$ cat config.mk
export PLATFORM = sky130hd
export DESIGN_NAME = bridge_rx_ascii
export DESIGN_NICKNAME = d
export VERILOG_FILES = /design/src/rtl/bridge_rx_ascii.sv
export SDC_FILE = /design/constraint.sdc
export NUM_CORES = 1
export LEC_CHECK = 0
export ABC_AREA = 1
export CAP_MARGIN = 20
export CORE_ASPECT_RATIO = 0.5
export CORE_MARGIN = 5
export CORE_UTILIZATION = 53
export CTS_CLUSTER_DIAMETER = 40
export DETAILED_ROUTE_END_ITERATION = 8
export PLACE_DENSITY = 0.8
export SETUP_SLACK_MARGIN = 0.1
export SYNTH_ARGS = -nofsm -noshare
export SYNTH_HDL_FRONTEND = slang
export SYNTH_SLANG_ARGS = --single-unit
export TNS_END_PERCENT = 50
$ cat constraint.sdc
create_clock -name clk -period 4 [get_ports clk]
set_input_delay 0.8 -clock clk [delete_from_list [all_inputs] [get_ports clk]]
set_output_delay 0.8 -clock clk [all_outputs]
set_load 0.1 [all_outputs]
$ cat src/rtl/bridge_rx_ascii.sv
// bridge_rx_ascii: turns ASCII "R<4 hex><CR|LF>" / "W<8 hex><CR|LF>" frames
// from the host UART into single-cycle addr/wdata/rdata/rw/valid bus strobes.
// Ports: clk, rst (async, active-high), data_i/valid_i (received byte),
//        addr_o/wdata_o/rdata_o/rw_o/valid_o (bus), err_count_o (bad frames).
// Option: define BRIDGE_RX_LOWERCASE_EN to accept a-f digits and r/w commands.
module bridge_rx_ascii #(
    parameter int TIMEOUT_CYCLES = 0
) (
    input  logic        clk,
    input  logic        rst,
    input  logic [7:0]  data_i,
    input  logic        valid_i,
    output logic [15:0] addr_o,
    output logic [15:0] wdata_o,
    output logic [15:0] rdata_o,
    output logic        rw_o,
    output logic        valid_o,
    output logic [7:0]  err_count_o
);

    typedef enum logic [1:0] {
        IDLE,
        READ,
        WRITE
    } state_t;

    state_t      state_q;
    state_t      state_n;
    state_t      cur;
    logic [3:0]  cnt_q;
    logic [3:0]  cnt_n;
    logic [3:0]  need;
    logic [31:0] sr_q;
    logic [31:0] sr_n;
    logic        emit;
    logic [15:0] addr_n;
    logic [15:0] wdata_n;
    logic        rw_n;
    logic [1:0]  err_inc;
    logic [8:0]  err_sum;
    logic [7:0]  err_n;
    logic        tmo;

    logic        is_hex;
    logic [3:0]  nib;
    logic        is_r;
    logic        is_w;
    logic        is_term;

    assign rdata_o = 16'h0000;

    // Byte classification
    always_comb begin
        is_hex = 1'b0;
        nib    = 4'h0;
        if (data_i >= 8'h30 && data_i <= 8'h39) begin
            is_hex = 1'b1;
            nib    = data_i[3:0];
        end else if (data_i >= 8'h41 && data_i <= 8'h46) begin
            // 'A'..'F' have low nibble 1..6
            is_hex = 1'b1;
            nib    = data_i[3:0] + 4'd9;
        end
`ifdef BRIDGE_RX_LOWERCASE_EN
        else if (data_i >= 8'h61 && data_i <= 8'h66) begin
            is_hex = 1'b1;
            nib    = data_i[3:0] + 4'd9;
        end
`endif
        is_r = (data_i == 8'h52);
        is_w = (data_i == 8'h57);
`ifdef BRIDGE_RX_LOWERCASE_EN
        if (data_i == 8'h72) is_r = 1'b1;
        if (data_i == 8'h77) is_w = 1'b1;
`endif
        is_term = (data_i == 8'h0D) || (data_i == 8'h0A);
    end

    // Inter-byte gap timeout
    generate
        if (TIMEOUT_CYCLES > 0) begin : g_tmo
            localparam int GW = $clog2(TIMEOUT_CYCLES + 1);
            logic [GW-1:0] gap_q;

            always_ff @(posedge clk or posedge rst) begin
                if (rst) begin
                    gap_q <= '0;
                end else if (state_n == IDLE || valid_i) begin
                    gap_q <= '0;
                end else begin
                    gap_q <= gap_q + GW'(1);
                end
            end

            assign tmo = (state_q != IDLE) &&
                         (gap_q == GW'(TIMEOUT_CYCLES));
        end else begin : g_no_tmo
            assign tmo = 1'b0;
        end
    endgenerate

    // Next-state / emission logic
    always_comb begin
        state_n = state_q;
        cnt_n   = cnt_q;
        sr_n    = sr_q;
        emit    = 1'b0;
        addr_n  = addr_o;
        wdata_n = wdata_o;
        rw_n    = rw_o;
        err_inc = {1'b0, tmo};
        // A timeout wins; a byte in the same cycle is then seen by IDLE
        cur     = tmo ? IDLE : state_q;
        need    = (cur == WRITE) ? 4'd8 : 4'd4;

        if (tmo) state_n = IDLE;

        if (valid_i) begin
            case (cur)
                IDLE: begin
                    if (is_r) begin
                        state_n = READ;
                        cnt_n   = 4'd0;
                    end else if (is_w) begin
                        state_n = WRITE;
                        cnt_n   = 4'd0;
                    end else if (!is_term) begin
                        err_inc = err_inc + 2'd1;
                    end
                end
                default: begin
                    if (is_r || is_w) begin
                        // Re-sync on a fresh command byte
                        err_inc = err_inc + 2'd1;
                        state_n = is_w ? WRITE : READ;
                        cnt_n   = 4'd0;
                    end else if (is_hex && cnt_q < need) begin
                        sr_n  = {sr_q[27:0], nib};
                        cnt_n = cnt_q + 4'd1;
                    end else if (is_term && cnt_q == need) begin
                        emit    = 1'b1;
                        state_n = IDLE;
                        if (cur == WRITE) begin
                            addr_n  = sr_q[31:16];
                            wdata_n = sr_q[15:0];
                            rw_n    = 1'b1;
                        end else begin
                            addr_n  = sr_q[15:0];
                            wdata_n = 16'h0000;
                            rw_n    = 1'b0;
                        end
                    end else begin
                        err_inc = err_inc + 2'd1;
                        state_n = IDLE;
                    end
                end
            endcase
        end
    end

    assign err_sum = {1'b0, err_count_o} + {7'd0, err_inc};
    assign err_n   = err_sum[8] ? 8'hFF : err_sum[7:0];

    always_ff @(posedge clk or posedge rst) begin
        if (rst) begin
            state_q     <= IDLE;
            cnt_q       <= 4'd0;
            sr_q        <= 32'h0;
            addr_o      <= 16'h0000;
            wdata_o     <= 16'h0000;
            rw_o        <= 1'b0;
            valid_o     <= 1'b0;
            err_count_o <= 8'h00;
        end else begin
            state_q     <= state_n;
            cnt_q       <= cnt_n;
            sr_q        <= sr_n;
            addr_o      <= addr_n;
            wdata_o     <= wdata_n;
            rw_o        <= rw_n;
            valid_o     <= emit;
            err_count_o <= err_n;
        end
    end

endmodule

==> results.toml <==
[clocking]
postCtsSetupRepairBufs = 0
cts_hold_buf = 0
cts.clk_slew.worst_paths_ns = 0.05
cts.sinks = 80
cts_tree = "yes"
numCtsBuffers = 9
cts-root-buf = "clkbuf_16"
h-tree-depth = 3
cts_buffer_depth = 2
ctsResizeCount = 0
insertion_delay_ns = 0.34

[yosys]
synth_cell_types = 33
synthCells = 469
synth_edf_count = 0
synthFlopType = "dfrtp_1"
yosys-top-cells-area = "dfrtp_1 (50%), nand2_1 (18%), mux2i_1 (4.0%)"
synth_area_sq_mm = 0.00401
synth-async-reset-ratio = 1.00
synth_sequential_area_ratio = 0.500
yosysMostFrequentCell = "nand2_1"
synth_seq_cells = 80
avgSynthCellArea_sq_um = 8.54
yosysWarnings = 0
synth.top_cells.by_count = "nand2_1 (190), dfrtp_1 (80), inv_1 (29)"
yosys.area.top_type_share = 0.500
yosysTopAreaCell = "dfrtp_1"

[setup_path]
critical_path_class = "primary input to flip-flop"
endpoint_kind = "flip-flop"
critPathMaxFanout = 7
rrSetupSlack_ns = 1.26
required_ns = 4.25
path_common_cell = "nor2_1"
slowest_delay_ns = 0.53
crit_arrival_ns = 3.55
startpoint_type = "primary input"
cp_slowest_cell = "clkdlybuf4s50_1"
path_cells = "clkdlybuf4s50_1 > inv_1 > ha_1 > nor2_1 > nand2_1 > nor2_1 > nor2_1 > nand2_2 > nand2_4 > nand3_4 > inv_1 > nor2_1 > ha_1 > ha_1 > nand2_1 > nor3_1 > nand2_1 > o21ai_0"

[grt]
grt_use_met1 = 0.248
grt_max_degree = 41
antenna_found_initial = 0
use_met3 = 0.0568
top_usage_layer = "met2"
track_usage = 0.184
grt_first_pass_wirelength_mm = 13.9
grt_overflow = 0
grt_use_met2 = 0.284
grt_pass1_vias = 2886

[outcome]
status = "complete, no violations"

[route]
wl_per_cell_microns = 13.6
drt_wl_total_mm = 8.42
drt_first_pass_iters = 4
via_count = 3101
ant_nets = 0
via_per_inst = 5.01
drc_errors = 0
drtIter0Drc = 175

[place]
hpwlAfterDp_mm = 6.05
dp_cells = 605
numPortBuffers = 52
postPlaceCellArea_sq_mm = 0.00450
place_congestion = 0.844

[sta]
fmax_mhz = 303
finalSetupTns_ns = 0
period_minus_slack_ns = 3.30
setup_viol = 0
slew_viol_final = 0
holdWs_ns = 0.480
slew_headroom = 0.332
period_share = 0.826
grt_setup_unrepaired = "no"
hold_violations = 0
worstMarginPinSlew_ns = 0.999
finalClockSkew_ns = 0.00501

[layout]
synthToLayoutAreaGrowth_pct = 18.5
drive_above_1_share = 0.0841
instances_no_fill = 619
diodes = 0
nNetsFinal = 542
fin_area_sq_mm = 0.00475

[die]
initial_core_util = 0.545
die_y_microns = 71.5
die_area_sq_mm = 0.00951
rows = 22
dieWidth_microns = 133
io_pins = 69
core_area_sq_mm = 0.00735

[pwr]
p_per_area_mw_per_mm2 = 490
leakagePower_nw = 2.36
irDropWorstVdd_uv = 290

[flow_run]
cap_violations = 0

[min_path]
hold_path.class = "flip-flop to flip-flop"
## sequential cells by signal, indices dropped and copies added (netlist names)
signal,cells
addr_o,16
sr_q,32
rw_o,1
err_count_o,8
cur,2
wdata_o,16
cnt_q,4
valid_o,1
## per-layer routing
metal,share of wire,wire (microns),up-vias
li1,-,-,1560
met1,0.48,4020,1450
met2,0.45,3810,79
met3,0.051,429,12
met4,0.019,159,0
met5,0,0,-
## where the power goes
part	total, W	switching, W	internal, W
clock	0.000715	0.000305	0.000410
combinational	0.000716	0.000547	0.000169
sequential	0.000894	0.0000411	0.000853
total	0.00232	0.000893	0.00143
## kinds of logic (layout without fill, tap and decap cells)
logic type      count (synthesis)  count (layout)  synth area share
flops                          80              80             0.500
buf+inv                        66             105            0.0943
simple gates                  242             242             0.250
xor+xnor                        3               3           0.00656
fa+ha+maj                      11              11            0.0343
compound gates                 50              50            0.0740
other cells                     1              16          0.000936
mux                            16              16            0.0400
## placed cells by master, fill, tap and decap left out, types with 4 or more instances in the layout
cell type        netlist  layout
nand2_1              190     190
dfrtp_1               80      80
clkdlybuf4s50_1        0      52
inv_1                 29      28
o21ai_1               21      21
nor2_1                19      19
mux2i_1               16      16
conb_1                 1      16
nand3_1               15      15
o21ai_0               13      13
ha_1                  11      11
o21ai_2               10      10
clkbuf_16              0       9
buf_4                 16       6
inv_2                  4       5
nand4_1                5       5
a21oi_1                4       4
## worst paths after layout
kind,from,to,depth (start not counted)
hold reg to reg,addr_o[2]$_DFFE_PP0P_,addr_o[2]$_DFFE_PP0P_,2
min in group asynchronous,rst,valid_o$_DFF_PP0_,2
setup reg to reg,cur[0]$_DFFE_PP0P_,err_count_o[6]$_DFF_PP0_,13
setup / recovery,data_i[1],err_count_o[6]$_DFF_PP0_,18
hold / removal,addr_o[2]$_DFFE_PP0P_,addr_o[2]$_DFFE_PP0P_,2
max in group asynchronous,rst,sr_q[0]$_DFFE_PP0P_,3
## layout make-up
type,instances,area [sq um]
fill,638,2600
sequential,80,2000
multi-input combinational,338,1680
timing repair buffer,58,566
clock buffer,10,229
inverter,33,124
tap,96,120
clock inverter,4,23.8
## stage by stage
| step | util | setup slack [ns] | power, W |
|---|---|---|---|
| 2_1_floorplan | - | 1.04 | 0.00148 |
| 3_3_place_gp | 0.612 | 0.495 | 0.00161 |
| 3_5_place_dp | 0.612 | 0.390 | 0.00162 |
| 4_1_cts | 0.646 | 0.677 | 0.00234 |
| 5_1_grt | 0.646 | 0.352 | 0.00242 |
| 6_report | 0.646 | 0.697 | 0.00232 |
## critical path: cells and delay by family
family	cells	cell delay (ns)
AO/OA/AOI/OAI	1	0.14
buffers and inverters	3	0.70
AND/OR/NAND/NOR	11	1.29
adder cells (fa/ha/maj)	3	0.61
(Power assumes the default switching activity.)
